`config.mk`:
```
export PLATFORM = sky130hd
export DESIGN_NAME = spi_secondary
export DESIGN_NICKNAME = d
export VERILOG_FILES = /design/src/rtl/spi_pkg.sv /design/src/rtl/spi_sync.sv /design/src/rtl/spi_secondary.sv
export SDC_FILE = /design/constraint.sdc
export NUM_CORES = 1
export LEC_CHECK = 0
export CAP_MARGIN = 40
export CORE_MARGIN = 1
export CORE_UTILIZATION = 47
export CTS_CLUSTER_DIAMETER = 80
export DETAILED_ROUTE_END_ITERATION = 10
export PLACE_DENSITY_LB_ADDON = 0.2
export SKIP_CTS_REPAIR_TIMING = 1
export SLEW_MARGIN = 20
export SYNTH_ARGS = -nofsm -noshare
export SYNTH_HDL_FRONTEND = slang
export SYNTH_SLANG_ARGS = --single-unit
```
`constraint.sdc`:
```
create_clock -name clk -period 1.34 [get_ports clk]
set_input_delay 0.134 -clock clk [delete_from_list [all_inputs] [get_ports clk]]
set_output_delay 0.134 -clock clk [all_outputs]
set_load 0.05 [all_outputs]
```
`src/rtl/spi_pkg.sv`:
```
// Shared SPI definitions: link state encoding, default word width and sizing helpers.
package spi_pkg;

    localparam int unsigned SPI_DWIDTH = 8;

    typedef enum logic {
        IDLE  = 1'b0,
        SHIFT = 1'b1
    } spi_state_e;

    // Bit-counter width for a given word width; never narrower than one bit.
    function automatic int unsigned cnt_width(input int unsigned width);
        return (width > 1) ? $clog2(width) : 1;
    endfunction

endpackage

```
`src/rtl/spi_sync.sv`:
```
// Two-flop synchronizer for an asynchronous input plus rise/fall detection
// against a third registered copy.
module spi_sync (
    input  logic clk,
    input  logic rst,
    input  logic raw,
    output logic level,
    output logic rise,
    output logic fall
);

    logic [2:0] pipe;

    // Cleared on reset so a line held low through reset release shows no edge.
    always_ff @(posedge clk) begin
        if (!rst) begin
            pipe <= 3'b000;
        end else begin
            pipe <= {pipe[1:0], raw};
        end
    end

    assign level = pipe[1];
    assign rise  = pipe[1] & ~pipe[2];
    assign fall  = ~pipe[1] & pipe[2];

endmodule

```
`src/rtl/spi_secondary.sv`:
```
// SPI secondary: oversamples sclk/cs/mosi, shifts a word MSB-first in both
// directions and hands received words to local logic with valid/ack.
module spi_secondary
    import spi_pkg::*;
#(
    parameter int unsigned DWIDTH = SPI_DWIDTH
) (
    input  logic              clk,
    input  logic              rst,
    input  logic              rd,
    input  logic              wr,
    input  logic [DWIDTH-1:0] din,
    output logic [DWIDTH-1:0] dout,
    output logic              rx_valid,
    output logic              done,
    output logic              busy,
    output logic              overrun,
    input  logic              sclk,
    input  logic              cs,
    input  logic              mosi,
    output logic              miso
);

    localparam int unsigned      CNT_W    = cnt_width(DWIDTH);
    localparam logic [CNT_W-1:0] LAST_BIT = CNT_W'(DWIDTH - 1);

    spi_state_e        state;
    spi_state_e        state_next;
    logic [DWIDTH-1:0] tx_hold;
    logic [DWIDTH-1:0] tx_hold_next;
    logic [DWIDTH-1:0] shreg;
    logic [DWIDTH-1:0] shreg_next;
    logic [CNT_W-1:0]  cnt;
    logic [CNT_W-1:0]  cnt_next;
    logic [DWIDTH-1:0] dout_next;
    logic              rx_valid_next;
    logic              done_next;
    logic              busy_next;
    logic              overrun_next;
    logic              miso_next;

    logic sclk_level;
    logic sclk_rise;
    logic sclk_fall;
    logic cs_level;
    logic cs_rise;
    logic cs_fall;
    logic mosi_level;
    logic mosi_rise;
    logic mosi_fall;
    logic [3:0] sync_unused;

    spi_sync u_sync_sclk (
        .clk   (clk),
        .rst   (rst),
        .raw   (sclk),
        .level (sclk_level),
        .rise  (sclk_rise),
        .fall  (sclk_fall)
    );

    spi_sync u_sync_cs (
        .clk   (clk),
        .rst   (rst),
        .raw   (cs),
        .level (cs_level),
        .rise  (cs_rise),
        .fall  (cs_fall)
    );

    spi_sync u_sync_mosi (
        .clk   (clk),
        .rst   (rst),
        .raw   (mosi),
        .level (mosi_level),
        .rise  (mosi_rise),
        .fall  (mosi_fall)
    );

    // Only the edges of sclk/cs and the level of mosi drive the link.
    assign sync_unused = {sclk_level, cs_level, mosi_rise, mosi_fall};

    // State and datapath registers.
    always_ff @(posedge clk) begin
        if (!rst) begin
            state    <= IDLE;
            tx_hold  <= '0;
            shreg    <= '0;
            cnt      <= '0;
            dout     <= '0;
            rx_valid <= 1'b0;
            done     <= 1'b0;
            busy     <= 1'b0;
            overrun  <= 1'b0;
            miso     <= 1'b0;
        end else begin
            state    <= state_next;
            tx_hold  <= tx_hold_next;
            shreg    <= shreg_next;
            cnt      <= cnt_next;
            dout     <= dout_next;
            rx_valid <= rx_valid_next;
            done     <= done_next;
            busy     <= busy_next;
            overrun  <= overrun_next;
            miso     <= miso_next;
        end
    end

    // Next-state and datapath; word loads always take the pre-write tx_hold.
    always_comb begin
        state_next    = state;
        tx_hold_next  = wr ? din : tx_hold;
        shreg_next    = shreg;
        cnt_next      = cnt;
        dout_next     = dout;
        rx_valid_next = rx_valid;
        done_next     = 1'b0;
        overrun_next  = overrun;
        miso_next     = miso;

        if (rd) begin
            rx_valid_next = 1'b0;
            overrun_next  = 1'b0;
        end

        case (state)
            IDLE: begin
                cnt_next  = '0;
                miso_next = 1'b0;
                if (cs_fall) begin
                    state_next = SHIFT;
                    shreg_next = tx_hold;
                    miso_next  = tx_hold[DWIDTH-1];
                end
            end

            SHIFT: begin
                if (cs_rise) begin
                    // Deselect beats any sclk edge seen in the same cycle.
                    state_next = IDLE;
                    cnt_next   = '0;
                    miso_next  = 1'b0;
                end else if (sclk_rise) begin
                    shreg_next = {shreg[DWIDTH-2:0], mosi_level};
                    if (cnt == LAST_BIT) begin
                        dout_next     = {shreg[DWIDTH-2:0], mosi_level};
                        rx_valid_next = 1'b1;
                        done_next     = 1'b1;
                        cnt_next      = '0;
                        shreg_next    = tx_hold;
                        if (rx_valid && !rd) begin
                            overrun_next = 1'b1;
                        end
                    end else begin
                        cnt_next = cnt + CNT_W'(1);
                    end
                end else if (sclk_fall) begin
                    miso_next = shreg[DWIDTH-1];
                end
            end

            default: begin
                state_next = IDLE;
            end
        endcase

        busy_next = (state_next == SHIFT);
    end

endmodule

```
==> flow_metrics.tcl, run 1 <==
set metrics [dict create \
    wire_per_inst_um 15.5 \
    antenna_found_initial 0 \
    cts_made_buffers 5 \
    initial_core_util 0.499 \
    multi_input_area_sq_um 900 \
    dp_hpwl_um 2600 \
    die_w_um 62.0 \
    finalSetupViolCount 9 \
    p_leak_nw 0.877 \
    syn_inst 162 \
    finalMaxSlewViolations 0 \
    cts_tree "built" \
    synth_edf_count 0 \
    seq_area_sq_um 807 \
    root_buffer "clkbuf_4" \
    powerDensity_mw_per_mm2 883 \
    gp_congestion 0.755 \
    firstDrtPassIters 5 \
    violations "setup timing" \
    fin_ws_ps -45.1 \
    dieArea_sq_mm 0.00385 \
    syn2layout_area_growth_pct 40.3 \
    rsz0062_at_grt "yes" \
    final_util 0.701 \
    layout_commonest_cell "dfxtp_1" \
    dp_cells 235 \
    ys_seq_area_frac 0.473 \
    synthFlopType "dfxtp_1" \
    cts_max_path_buffers 2 \
    placed_area_sq_mm 0.00219 \
    dieHeight_um 62.0 \
    yosysTopAreaCellShare 0.473 \
    required_ps 1600 \
    fin_skew_ps 10.6 \
    start_kind "register" \
    outcome "finished with violations" \
    holdWs_ps 338 \
    vias 1410 \
    synthesis.area_sq_mm 0.00169 \
    synth_top_area_cell "dfxtp_1" \
    port_buffers 27 \
    worst-setup-path-type "register to register" \
    end_kind "register" \
    rows 21 \
    numClockSinks 40 \
    routed_wirelength_um 3790 \
    vias_per_cell 5.76 \
    synth.ff_latch_count 40 \
    finalHoldViolations 0 \
    fin_crit_sh 1.03 \
    postSynth.asyncResetShare 0 \
    max_freq_mhz 722 \
    tightest_slew_ps 362 \
    syn_nets 180 \
    clk-insertion-delay-late_ps 350 \
    cpMostUsedCell "ha_4" \
    syn_avg_cell_area_sq_um 10.4 \
    coreArea_sq_mm 0.00339 \
    max_stage_delay_ps 360 \
    grtUsageTotal 0.210 \
    min_period_ps 1390 \
    fillerInstances 249 \
    ir_drop_mv 0.671 \
    cp_max_fo 8 \
    ys_types 33 \
    crit_slowest_cell "dfxtp_2" \
    overflow 0 \
    grt_pass1_wl_um 5710 \
    synthTopCellsByArea "dfxtp_1 (47%), mux2i_1 (11%), a311oi_1 (4.1%), a211oi_1 (3.5%), o31ai_1 (3.5%)" \
    post-route-cell-area_sq_mm 0.00237 \
    first_global_vias 1330 \
    dr.first_iter.drc_count 95 \
    crit_chain "ha_4 > ha_4 > nand2b_4 > buf_8 > mux2i_1 > a211oi_1" \
    antenna_left 0 \
    mostFrequentLayoutCells "dfxtp_1 (35), mux2i_1 (18), nor2_1 (14), clkdlybuf4s50_1 (14), buf_12 (14)" \
    diodes 0 \
    worstPathArrival_ps 1650 \
    nNetsFinal 216 \
    drive_gt1_frac 0.302 \
    reg2reg_slack_ps -50 \
    max_slew_margin 0.758 \
    max_cap_violations 0 \
    setup-tns-final_ps -173 \
    grt_max_degree 30 \
    drc 0 \
    fin_cells 245 \
    min_path_type "input port to register" \
    pin_count 28 \
    clkTransAtPathRegs_ps 110 \
    h-tree-depth 2 \
    synth_warnings 0 \
]
[worst max-delay path, delay by kind of cell, from the launching register on]
family | cells | cell delay [ps]
DFF | 1 | 360
adders and majority gates | 2 | 320
AOI/OAI and AO/OA | 1 | 220
buffers and inverters | 1 | 150
and+or+nand+nor | 1 | 130
muxes | 1 | 120
[cell families (layout without fill, tap and decap cells)]
group / after synthesis / in the layout / synth area share
flip-flops: 40 / 40 / 0.473
multiplexers: 19 / 19 / 0.112
AO/OA/AOI/OAI: 38 / 38 / 0.172
AND/OR/NAND/NOR: 46 / 46 / 0.165
buffers and inverters: 16 / 53 / 0.0554
adder cells (fa/ha/maj): 3 / 3 / 0.0222
[through the flow]
stage | total power, mW | worst slack [ps]
final | 2.10 | -45.1
after global routing | 2.19 | -90.9
after CTS | 2.10 | -130
after detailed placement | 1.48 | -114
after global placement | 1.47 | -50.5
after floorplan | 1.40 | 1.55
[layer usage]
metal / global-route usage / wire length (um)
met1: 0.235 / 1470
met4: 0.117 / 108
met2: 0.348 / 2000
met5: 0 / 0
met3: 0.0704 / 208
[layout make-up]
type | instances | area share
Sequential cell | 40 | 0.340
Clock buffer | 8 | 0.0248
Timing Repair Buffer | 42 | 0.228
Multi-Input combinational cell | 106 | 0.379
Inverter | 3 | 0.00474
Tap cell | 46 | 0.0242
[worst paths after layout]
check | from | endpoint | depth (start not counted)
min reg2reg | u_sync_mosi.pipe[0] | u_sync_mosi.pipe[1] | 1
min | rd | overrun | 2
max | cnt[1] | shreg[5] | 6
max reg2reg | cnt[1] | shreg[5] | 6
[synth_stat cells, types with 2 or more instances]
library cell / number
dfxtp_1: 40
mux2i_1: 19
nor2_1: 14
a21oi_1: 10
nand4_1: 9
a211oi_1: 8
a311oi_1: 8
o31ai_1: 8
and2_1: 7
clkbuf_1: 4
nand2b_1: 4
buf_2: 3
buf_6: 3
ha_1: 3
buf_4: 2
inv_1: 2
nand2_1: 2
[power breakdown]
group	switching, mW	internal [mW]	leakage [nW]
combinational	0.100	0.113	0.516
sequential	0.0288	1.22	0.328
clock	0.371	0.259	0.0326
total	0.501	1.60	0.877
[sequential cells by signal, indices dropped and copies added, names as in the netlist]
| signal | count |
|---|---|
| overrun | 1 |
| rx_valid | 1 |
| u_sync_cs.pipe | 3 |
| state | 1 |
| u_sync_mosi.pipe | 2 |
| done | 1 |
| shreg | 8 |
| dout | 8 |
| miso | 1 |
| u_sync_sclk.pipe | 3 |
| tx_hold | 8 |
| cnt | 3 |
No activity file was read; power rests on OpenSTA's default activity.
==> inputs of run 2 (changes only) <==
- CORE_ASPECT_RATIO: not set -> 0.6
- CTS_CLUSTER_DIAMETER: 80 -> 120
==> run 2 against run 1 <==
Effect of this change: the flow still finishes with violations (setup timing); global-route usage is 1.3 points higher; via count down 1.8%; sequential share of layout area decreased by 0.96 points; highest routed layer unchanged.
==> flow_metrics.tcl, run 2 (same netlist as run 1, synthesis figures left out) <==
set metrics [dict create \
    vias 1384 \
    drive_gt1_frac 0.318 \
    fin_crit_sh 1.01 \
    cp_max_fo 8 \
    finalSetupViolCount 4 \
    p_sw_uw 556 \
    antenna_found_initial 0 \
    grt_max_degree 19 \
    worst-setup-path-type "register to register" \
    dpl_worst_slack_ps -130 \
    min_period_ps 1350 \
    powerDensity_mw_per_mm2 998 \
    grt_pass1_wl_um 6500 \
    wire_per_inst_um 16.1 \
    initial_core_util 0.506 \
    numClockSinks 40 \
    swShare 0.227 \
    mostFrequentLayoutCells "dfxtp_1 (35), mux2i_1 (19), buf_12 (15)" \
    ir_drop_mv 0.697 \
    diodes 0 \
    max_cap_violations 0 \
    start_kind "register" \
    nNetsFinal 215 \
    coreArea_sq_mm 0.00334 \
    power.internal_mw 1.89 \
    rsz0062_at_grt "yes" \
    final_util 0.733 \
    clkTransAtPathRegs_ps 80 \
    drc 0 \
    port_buffers 27 \
    fin_ws_ps -10.1 \
    gp_congestion 0.836 \
    dieHeight_um 48.5 \
    violations "setup timing" \
    required_ps 1550 \
    first_global_vias 1377 \
    max_freq_mhz 741 \
    min_path_type "input port to register" \
    root_buffer "clkbuf_8" \
    pin_count 28 \
    power_frac_seq 0.512 \
    end_kind "register" \
    worstPathArrival_ps 1560 \
    h-tree-depth 2 \
    max_slew_margin 0.685 \
    outcome "finished with violations" \
    die_w_um 79.5 \
    finalHoldViolations 0 \
    firstDrtPassIters 4 \
    layout_commonest_cell "dfxtp_1" \
    finalMaxSlewViolations 0 \
    tightest_slew_ps 472 \
    syn2layout_area_growth_pct 44.8 \
    cts_made_buffers 5 \
    antenna_left 0 \
    p_comb_frac 0.090 \
    dieArea_sq_mm 0.00385 \
    grtUsageTotal 0.223 \
    cts_max_path_buffers 2 \
    p_leak_nw 0.908 \
    dr.first_iter.drc_count 54 \
    cts_tree "built" \
    dp_hpwl_um 2740 \
    rows 16 \
    vias_per_cell 5.70 \
    power.share.clock 0.398 \
    fin_skew_ps 2.67 \
    fin_total_pwr_mw 2.45 \
    routed_wirelength_um 3900 \
    overflow 0 \
    reg_top3 "dout x8, shreg x8, tx_hold x8" \
    clk-insertion-delay-late_ps 290 \
]
## run 2: cell types whose count changed in the layout (fill, tap and decap cells not counted), moves of 2 or more
cell	before	now
ha_4	3	1
clkbuf_4	5	0
a21oi_2	0	3
ha_2	0	2
clkbuf_1	2	0
clkbuf_8	1	5
buf_4	11	9
a21oi_1	10	7
o31ai_2	5	3
o31ai_4	1	4
## run 2: final timing paths
check                             end           startpoint  slack (ps)  depth (start not counted)
hold reg to reg   u_sync_sclk.pipe[1]  u_sync_sclk.pipe[0]         440                          1
hold / removal      u_sync_cs.pipe[0]                   cs         410                          2
setup reg to reg             shreg[5]               cnt[1]         -10                          6
setup / recovery             shreg[5]               cnt[1]         -10                          6
## run 2: final cells by class
| type | instances | area [sq um] |
|---|---|---|
| flip-flops and latches | 40 | 810 |
| multi-input cells | 106 | 917 |
| repair buffers | 41 | 546 |
| fillers | 237 | 892 |
| clock inverters | 3 | 42.5 |
| clock buffers | 5 | 68.8 |
| well taps | 45 | 56.3 |
| inverters | 3 | 11.3 |
## run 2: per-stage QoR
step                      setup TNS (ps)  hold slack, ps  std cells  area (sq um)
after floorplan                        0             211        162          1710
after CTS                          -1770             403        241          2310
final                              -28.3             412        243          2450
after detailed placement           -1490             427        233          2200
after global routing               -1010             419        243          2450
after global placement              -274             420        233          2200
## run 2: per-layer routing
metal,GRT usage,wire [um],vias up
met2,0.338,1830,53
li1,-,-,679
met5,0,0,-
met1,0.298,1740,641
met3,0.0566,252,11
met4,0.100,83,0
## run 2: critical path, stage by stage (launching register included)
cell and delay, ps:
dfxtp_2 340, ha_4 160, ha_2 170, nand2b_4 140, buf_8 140, mux2i_1 120
a211oi_1 200
## run 2: power by group through the flow
stage          combinational (mW)  sequential [mW]  clock (mW)
2_1_floorplan               0.124             1.27           0
3_3_place_gp                0.200             1.28           0
3_5_place_dp                0.207             1.28           0
4_1_cts                     0.209             1.25       0.996
5_1_grt                     0.240             1.26        1.04
6_report                    0.220             1.25       0.972
